<file path="src/rtl/fp_normalize_ctrl.sv">
// Post-add/sub normalization controller: counts leading zeros, drives a shared left
// barrel shifter through the Shf* ports and returns a normalized mantissa/exponent pair.
module fp_normalize_ctrl #(
    parameter int DataSize  = 25,
    parameter int ExpSize   = 8,
    parameter int ShiftSize = 5
) (
    input  logic                 Clk,
    input  logic                 Reset,
    input  logic                 InValid,
    output logic                 InReady,
    input  logic [DataSize-1:0]  InMantissa,
    input  logic [ExpSize-1:0]   InExponent,
    output logic [DataSize-1:0]  ShfMantissa,
    output logic [ShiftSize-1:0] ShfShifts,
    input  logic [DataSize-1:0]  ShfAligned,
    output logic                 OutValid,
    input  logic                 OutReady,
    output logic [DataSize-1:0]  OutMantissa,
    output logic [ExpSize-1:0]   OutExponent,
    output logic                 Zero,
    output logic                 Overflow,
    output logic                 Underflow,
    output logic                 Sticky,
    output logic [1:0]           dbg_state
);

    typedef enum logic [1:0] {
        IDLE  = 2'd0,
        COUNT = 2'd1,
        SHIFT = 2'd2,
        DONE  = 2'd3
    } state_t;

    localparam logic [ExpSize:0] ExpMax = {1'b0, {ExpSize{1'b1}}};

    state_t                 state_q, state_d;
    logic [DataSize-1:0]    m_q, m_d;
    logic [ExpSize-1:0]     e_q, e_d;
    logic                   carry_q, carry_d;
    logic [DataSize-1:0]    shf_mantissa_q, shf_mantissa_d;
    logic [ShiftSize-1:0]   shf_shifts_q, shf_shifts_d;
    logic [DataSize-1:0]    out_mantissa_q, out_mantissa_d;
    logic [ExpSize-1:0]     out_exponent_q, out_exponent_d;
    logic                   zero_q, zero_d;
    logic                   overflow_q, overflow_d;
    logic                   underflow_q, underflow_d;
    logic                   sticky_q, sticky_d;

    logic [ShiftSize-1:0]   lz;
    logic [ExpSize:0]       e_ext;
    logic [ExpSize:0]       e_inc;
    logic [ExpSize:0]       lz_ext;

    // Both handshakes transfer on a rising edge where valid and ready are both high;
    // valid never depends on ready, and InReady/OutValid are pure state decodes.
    assign InReady     = (state_q == IDLE);
    assign OutValid    = (state_q == DONE);
    assign ShfMantissa = shf_mantissa_q;
    assign ShfShifts   = shf_shifts_q;
    assign OutMantissa = out_mantissa_q;
    assign OutExponent = out_exponent_q;
    assign Zero        = zero_q;
    assign Overflow    = overflow_q;
    assign Underflow   = underflow_q;
    assign Sticky      = sticky_q;
    assign dbg_state   = state_q;

    always_comb begin
        lz = ShiftSize'(DataSize - 1);
        // Ascending scan: the highest set bit is the last one to overwrite lz.
        for (int i = 0; i < DataSize - 1; i++) begin
            if (m_q[i]) begin
                lz = ShiftSize'(DataSize - 2 - i);
            end
        end
        e_ext  = {1'b0, e_q};
        e_inc  = e_ext + 1'b1;
        lz_ext = (ExpSize + 1)'(lz);
    end

    always_comb begin
        state_d        = state_q;
        m_d            = m_q;
        e_d            = e_q;
        carry_d        = carry_q;
        shf_mantissa_d = shf_mantissa_q;
        shf_shifts_d   = shf_shifts_q;
        out_mantissa_d = out_mantissa_q;
        out_exponent_d = out_exponent_q;
        zero_d         = zero_q;
        overflow_d     = overflow_q;
        underflow_d    = underflow_q;
        sticky_d       = sticky_q;

        case (state_q)
            IDLE: begin
                if (InValid) begin
                    m_d         = InMantissa;
                    e_d         = InExponent;
                    zero_d      = 1'b0;
                    overflow_d  = 1'b0;
                    underflow_d = 1'b0;
                    sticky_d    = 1'b0;
                    state_d     = COUNT;
                end
            end
            COUNT: begin
                state_d        = SHIFT;
                shf_mantissa_d = m_q;
                carry_d        = 1'b0;
                if (m_q == '0) begin
                    zero_d         = 1'b1;
                    shf_shifts_d   = '0;
                    out_exponent_d = '0;
                end else if (m_q[DataSize-1]) begin
                    carry_d      = 1'b1;
                    shf_shifts_d = '0;
                    if (e_inc >= ExpMax) begin
                        overflow_d     = 1'b1;
                        out_exponent_d = '1;
                    end else begin
                        out_exponent_d = e_inc[ExpSize-1:0];
                    end
                end else if (lz_ext < e_ext) begin
                    shf_shifts_d   = lz;
                    out_exponent_d = ExpSize'(e_ext - lz_ext);
                end else begin
                    // Exponent runs out first: shift only down to the subnormal position.
                    underflow_d    = 1'b1;
                    shf_shifts_d   = (e_q == '0) ? '0 : ShiftSize'(e_q - 1'b1);
                    out_exponent_d = '0;
                end
            end
            SHIFT: begin
                state_d = DONE;
                if (overflow_q) begin
                    out_mantissa_d = '0;
                    sticky_d       = 1'b0;
                end else if (carry_q) begin
                    out_mantissa_d = {1'b0, shf_mantissa_q[DataSize-1:1]};
                    sticky_d       = shf_mantissa_q[0];
                end else begin
                    out_mantissa_d = ShfAligned;
                end
            end
            DONE: begin
                if (OutReady) begin
                    state_d = IDLE;
                end
            end
            default: state_d = IDLE;
        endcase
    end

    always_ff @(posedge Clk) begin
        if (Reset) begin
            state_q        <= IDLE;
            m_q            <= '0;
            e_q            <= '0;
            carry_q        <= 1'b0;
            shf_mantissa_q <= '0;
            shf_shifts_q   <= '0;
            out_mantissa_q <= '0;
            out_exponent_q <= '0;
            zero_q         <= 1'b0;
            overflow_q     <= 1'b0;
            underflow_q    <= 1'b0;
            sticky_q       <= 1'b0;
        end else begin
            state_q        <= state_d;
            m_q            <= m_d;
            e_q            <= e_d;
            carry_q        <= carry_d;
            shf_mantissa_q <= shf_mantissa_d;
            shf_shifts_q   <= shf_shifts_d;
            out_mantissa_q <= out_mantissa_d;
            out_exponent_q <= out_exponent_d;
            zero_q         <= zero_d;
            overflow_q     <= overflow_d;
            underflow_q    <= underflow_d;
            sticky_q       <= sticky_d;
        end
    end

endmodule

</file>
<file path="config.mk">
export PLATFORM = sky130hd
export DESIGN_NAME = fp_normalize_ctrl
export DESIGN_NICKNAME = d
export VERILOG_FILES = /design/src/rtl/fp_normalize_ctrl.sv
export SDC_FILE = /design/constraint.sdc
export NUM_CORES = 1
export LEC_CHECK = 0
export BUFFER_PORTS_ARGS = -buffer_cell sky130_fd_sc_hd__buf_2
export CORE_MARGIN = 5
export CORE_UTILIZATION = 45
export CTS_CLUSTER_SIZE = 28
export DETAILED_ROUTE_END_ITERATION = 10
export PLACE_DENSITY = 0.8
export SLEW_MARGIN = 20
export SYNTH_ARGS = -nofsm -noshare
export SYNTH_HDL_FRONTEND = slang
export SYNTH_SLANG_ARGS = --single-unit
</file>
<file path="constraint.sdc">
create_clock -name Clk -period 4.7 [get_ports Clk]
set_input_delay 0.94 -clock Clk [delete_from_list [all_inputs] [get_ports Clk]]
set_output_delay 0.94 -clock Clk [all_outputs]
set_load 0.02 [all_outputs]
</file>
==> results of run 1 <==
## Yosys cell counts, drive strengths merged (6+ instances only)
master	n	area share
a211oi	6	0.012
a21oi	73	0.072
buf	10	0.011
clkbuf	30	0.022
dfxtp	103	0.40
ha	13	0.032
inv	17	0.013
mux2	26	0.057
mux2i	27	0.053
nand2	84	0.062
nand2b	11	0.014
nor2	74	0.056
nor2b	29	0.036
nor3	6	0.0059
nor4	10	0.014
o21ai	17	0.018
o31ai	9	0.013
## power by group through the flow
stage	Combinational (mW)	Sequential, mW	Clock (mW)
after floorplan	1.22	1.33	0
after global placement	1.77	1.25	0
after detailed placement	1.79	1.26	0
after CTS	1.79	1.24	0.713
after global routing	1.97	1.27	0.758
final	1.79	1.24	0.699
## logic make-up after synthesis
family                     Yosys count  share of synthesized area
adders and majority gates           14                     0.0359
muxes                               53                      0.111
and+or+nand+nor                    242                      0.226
AOI/OAI and AO/OA                  131                      0.160
DFF                                103                      0.405
xor gates and xnor gates            10                     0.0172
buffers and inverters               57                     0.0459
## per-stage QoR
step / util / std cells / worst slack (ns) / hold slack, ns
finish: 0.553 / 862 / 1.06 / 0.445
CTS: 0.553 / 862 / 1.05 / 0.449
global placement: 0.528 / 847 / 1.14 / 0.432
global route: 0.553 / 862 / 0.867 / 0.463
detailed placement: 0.528 / 847 / 1.10 / 0.439
floorplan: - / 610 / 1.45 / 0.469
## worst max-delay path, cell delays in order (launching register included)
cell	delay [ns]
dfxtp_1	0.35
or3_1	0.40
a2111oi_0	0.39
o221ai_1	0.25
inv_1	0.09
ha_1	0.16
inv_1	0.05
fa_1	0.43
a211oi_2	0.28
o21ai_2	0.13
a211oi_4	0.52
mux2_2	0.39
o21ai_1	0.11
## routing by layer
layer	vias to the layer above	share of wire	routed length, µm
met3	19	0.072	980
met5	-	0	0
li1	2317	-	-
met4	0	0.015	198
met1	2120	0.42	5750
met2	143	0.49	6720
## worst paths after layout
| check | start | endpoint | cells past startpoint |
|---|---|---|---|
| setup / recovery | m_q[13] | ShfShifts[2] | 12 |
| setup reg to reg | m_q[13] | ShfShifts[2] | 12 |
| hold / removal | ShfShifts[4] | ShfShifts[4] | 2 |
| hold reg to reg | ShfShifts[4] | ShfShifts[4] | 2 |
## final cells by class
| type | count | area (µm²) |
|---|---|---|
| inverter | 17 | 63.8 |
| sequential | 103 | 2060 |
| clock buffer | 10 | 229 |
| tap | 140 | 175 |
| timing repair buffer | 137 | 698 |
| multi-input combinational | 450 | 2810 |
| clock inverter | 5 | 41.3 |
| fill | 999 | 4900 |
## sequential cells by signal (all words and copies together), names as in the netlist
signal / count
OutMantissa: 25
ShfMantissa: 25
m_q: 25
OutExponent: 8
e_q: 8
ShfShifts: 5
dbg_state: 2
Overflow: 1
Sticky: 1
Underflow: 1
Zero: 1
carry_q: 1
==> results.toml, run 1 <==
[cells_and_area]
drive_gt1_frac = 0.265
layout_commonest_cell = "buf_2"
fin_area_um2 = 6080
layout.nets = 794
n_antenna_cell = 0
final_cell_mix = "buf_2, dfxtp_1, nand2_1"
area_growth_pct = 19.3

[flow_run]
cap_violations = 0

[timing]
fin_crit_sh = 0.774
rsz0062_at_grt = "no"
fin_skew_ns = 0.00872
max_freq_mhz = 275
tightestPinTransition_ns = 1.01
tns_ns = 0
min_period_ns = 3.64
slew_violations = 0
hold_viol_final = 0
slew_headroom = 0.326
finalSetupViolCount = 0

[worst_setup_path]
crit_arrival_ns = 3.91
cp_max_fo = 10
start_kind = "flop"
crit_required_ns = 4.97
r2r_slack_ns = 1.06
worst-setup-path-type = "flop to flop"
end_kind = "flop"

[cts]
root_buffer = "clkbuf_16"
post-cts-setup-buffer-count = 0
clockBufferDepth = 2
clock_sink_count = 103
cts_resized = 0
cts_tree = "built"
cts-htree-levels = 3
clkTransAtPathRegs_ns = 0.07
insertion_delay_ns = 0.35
postCtsHoldBufs = 0
cts_buffers = 9

[pwr]
p_sw_mw = 1.60
seqPwrFrac = 0.332
total_power_mw = 3.73
p_comb_frac = 0.480
p_sw_frac = 0.429
p_int_mw = 2.13
vdd_drop_max_uv = 327
p_clk_frac = 0.187
leakage_nw = 2.64
power_density_nw_per_um2 = 614

[route]
drc_errors = 0
dr.pass1.iters = 4
ant_nets = 0
viasPerCell = 5.34
initialDrtViolationCount = 190
vias = 4599
wl_per_cell_um = 15.8
wirelength_um = 13700

[logic_synthesis]
syn_area_um2 = 5090
synth_ff_type = "dfxtp_1"
ys_types = 60
synth_edf_count = 0
syn_nets = 686
syn_avg_cell_area_um2 = 8.35
ys_seq_area_frac = 0.405
ys_warn_count = 0
synth_seq_cells = 103
async_flop_share = 0
synthCells = 610

[die]
rows = 38
io_pins = 133
core_area_um2 = 11000
die_area_um2 = 13600
start_util = 0.464
chipHeight_um = 116
fp.dieW_um = 116

[global_route]
grt_util_all_layers = 0.204
antenna_found_initial = 0
gr-total-overflow = 0
met2_usage = 0.355
gr-usage-met1 = 0.243
grt_max_degree = 95
grtUsageMet3 = 0.0689
top_usage_layer = "met2"
grt_pass1_vias = 4589
grt_pass1_wl_um = 22100

[place]
place.gp.congestion = 0.824
dpl.hpwl_um = 10100
dpl_cell_area_um2 = 5800
io_buffers = 132

[worst_hold_path]
hold_class = "flop to flop"

[run_status]
status = "completed"
Note: power is estimated with default switching activity, not from simulation.
==> run 2: changes to the inputs <==
- ABC_AREA: unset -> 1
- PLACE_DENSITY: 0.8 -> 0.83
- clock period: 4.7 -> 3.1 ns (I/O delays scaled with it)
==> run 2 against run 1 <==
  * The flow now finishes with violations (negative setup slack)
  * Wire length decreased by 2.1%
  * Worst setup slack got worse by 1.2 ns
  * Utilization increased by 1.6 points
  * First-iteration DRC count increased to 3.2 times the previous value
  * Worst hold slack improved by 0.022 ns
  * Critical endpoint is now OutExponent[7]
  * Register-to-register slack got worse by 1.2 ns
  * Clock skew increased by 0.0013 ns
  * Via count increased by 4.7%
==> results.toml, run 2 <==
[run_status]
status = "complete, but fails checks"
violations = "negative setup slack"

[pwr]
leakage_nw = 2.69
total_power_mw = 6.46
vdd_drop_max_uv = 416
power_density_nw_per_um2 = 1100

[logic_synthesis]
synth_edf_count = 0
synth_seq_cells = 103
synth_ff_type = "dfxtp_1"
ys_warn_count = 0
synthCells = 653
syn_nets = 729
synthXorXnorAreaFrac = 0.0148
ys_types = 33
synth_compound_area_frac = 0.243
yosys.area_share.simple = 0.193
synth_area_leader_cell = "dfxtp_1"
synth_top_family_by_area = "compound AO/OA/AOI/OAI gates"
syn_area_um2 = 4740
syn_avg_cell_area_um2 = 7.26
ys_seq_area_frac = 0.435
async_flop_share = 0
synth_top_cells_by_count = "a21oi_1, dfxtp_1, o21ai_0"
yosysMostFrequentCell = "a21oi_1"
synthMuxAreaShare = 0
synth.area.top_cells = "dfxtp_1, a21oi_1, o21ai_0"
synth.top_cell.area_share = 0.435
synth_fa_ha_area_frac = 0.0385

[worst_setup_path]
crit_arrival_ns = 3.49
crit_required_ns = 3.39
critical_path.top_delay_family = "simple AND/OR/NAND/NOR gates"
worst-setup-path-type = "flop to flop"
crit_buf_inv = 4
regToRegStartpoint = "m_q[1]"
start_kind = "flop"
cp_common_cell = "nand2_1"
slowest_stage = "dfxtp_2"
worstSetupStartpoint = "m_q[1]"
end_kind = "flop"
slowest_delay_ns = 0.34
cp_max_fo = 2

[route]
dr.pass1.iters = 5
viasPerCell = 5.20
initialDrtViolationCount = 604
vias = 4817
wl_met1_um = 6280
drc_errors = 0
route.met2.wl_um = 5810
wl_met3_um = 1070
wirelength_um = 13400
highest_layer = "met4"
wl_per_cell_um = 14.4
ant_nets = 0

[timing]
fin_crit_sh = 1.03
min_period_ns = 3.20
hold_ws_ns = 0.467
fin_ws_ns = -0.0963
finalSetupViolCount = 9
tns_ns = -0.412
fin_skew_ns = 0.0101
hold_viol_final = 0
slew_violations = 0
tightestPinTransition_ns = 0.785
max_freq_mhz = 313
slew_headroom = 0.473
rsz0062_at_grt = "yes"

[cts]
clockBufferDepth = 2
cts-htree-levels = 3
clock_sink_count = 103
insertion_delay_ns = 0.36
cts_buffers = 9
clkTransAtPathRegs_ns = 0.10
postCtsHoldBufs = 0
cts_tree = "built"
root_buffer = "clkbuf_8"

[cells_and_area]
area_growth_pct = 24.0
layout_commonest_cell = "buf_2"
fin_area_um2 = 5880
n_antenna_cell = 0
layout.nets = 861
fillers = 1002
drive_gt1_frac = 0.267
multi_input_area_um2 = 2380
final_util = 0.569
final_cells = 926
seq_area_um2 = 2060
final_cell_mix = "buf_2, a21oi_1, dfxtp_1"

[worst_hold_path]
hp-start = "OutMantissa[6]"
hold_class = "flop to flop"

[die]
core_area_um2 = 10300
start_util = 0.459
chipHeight_um = 113
fp.dieW_um = 113
rows = 37
die_area_um2 = 12700
io_pins = 133

[global_route]
grt_max_degree = 66
grt_pass1_vias = 4136
grt_pass1_wl_um = 21100
antenna_found_initial = 0
grt_util_all_layers = 0.203
gr-total-overflow = 0

[place]
dpl.hpwl_um = 9930
dpl_cell_area_um2 = 5580
dp_worst_setup_slack_ns = -0.0847
dpl.cell_count = 904
place.gp.congestion = 0.935
io_buffers = 132

[flow_run]
cap_violations = 0
run 2: cell count changes after synthesis, sizes merged, moves of 6 or more:
cell / previous run / this run
nand2b: 11 / 0
mux2: 26 / 0
inv: 17 / 58
buf: 10 / 1
nand3: 5 / 23
clkbuf: 30 / 36
nor2b: 29 / 0
a21oi: 73 / 113
o21ai: 17 / 93
mux2i: 27 / 0
run 2: worst register-to-register path, delay by kind of cell, from the launching register on:
family	cells	cell delay, ns
adder cells (fa/ha/maj)	1	0.17
buffers and inverters	4	0.23
AO/OA/AOI/OAI	6	0.87
AND/OR/NAND/NOR	27	1.51
flip-flops	1	0.34
run 2: logic make-up after synthesis:
| family | after synthesis |
|---|---|
| xor+xnor | 8 |
| compound gates | 220 |
| flops | 103 |
| fa+ha+maj | 14 |
| simple gates | 212 |
| buf+inv | 96 |
run 2: worst paths after layout:
kind,end,slack [ns],cells past startpoint
max reg2reg,OutExponent[7],-0.1,38
min reg2reg,OutMantissa[6],0.47,2
max,OutExponent[7],-0.1,38
min,OutMantissa[6],0.47,2
run 2: layout make-up:
class | instances | share of cell area
well taps | 136 | 0.0289
multi-input cells | 454 | 0.405
repair buffers | 158 | 0.146
clock buffers | 10 | 0.0217
clock inverters | 6 | 0.00894
flip-flops and latches | 103 | 0.351
inverters | 59 | 0.0381
run 2: power breakdown:
group          internal (mW)  switching, mW
Combinational           1.32           2.28
Clock                  0.304          0.480
Sequential              1.76          0.327
run 2: metal layers:
layer  up-vias  global-route usage
met5         -                   0
met2       189               0.296
met3        23              0.0431
li1       2456                   -
met4         0              0.0537
met1      2149               0.302
run 2: what timing repair did:
item | 4_1_cts | 5_1_grt
pin swaps | 5 | 12
resized for setup | 11 | 12
setup endpoints to repair | 12 | 14
gates cloned | 0 | 0
buffers inserted | 5 | 1
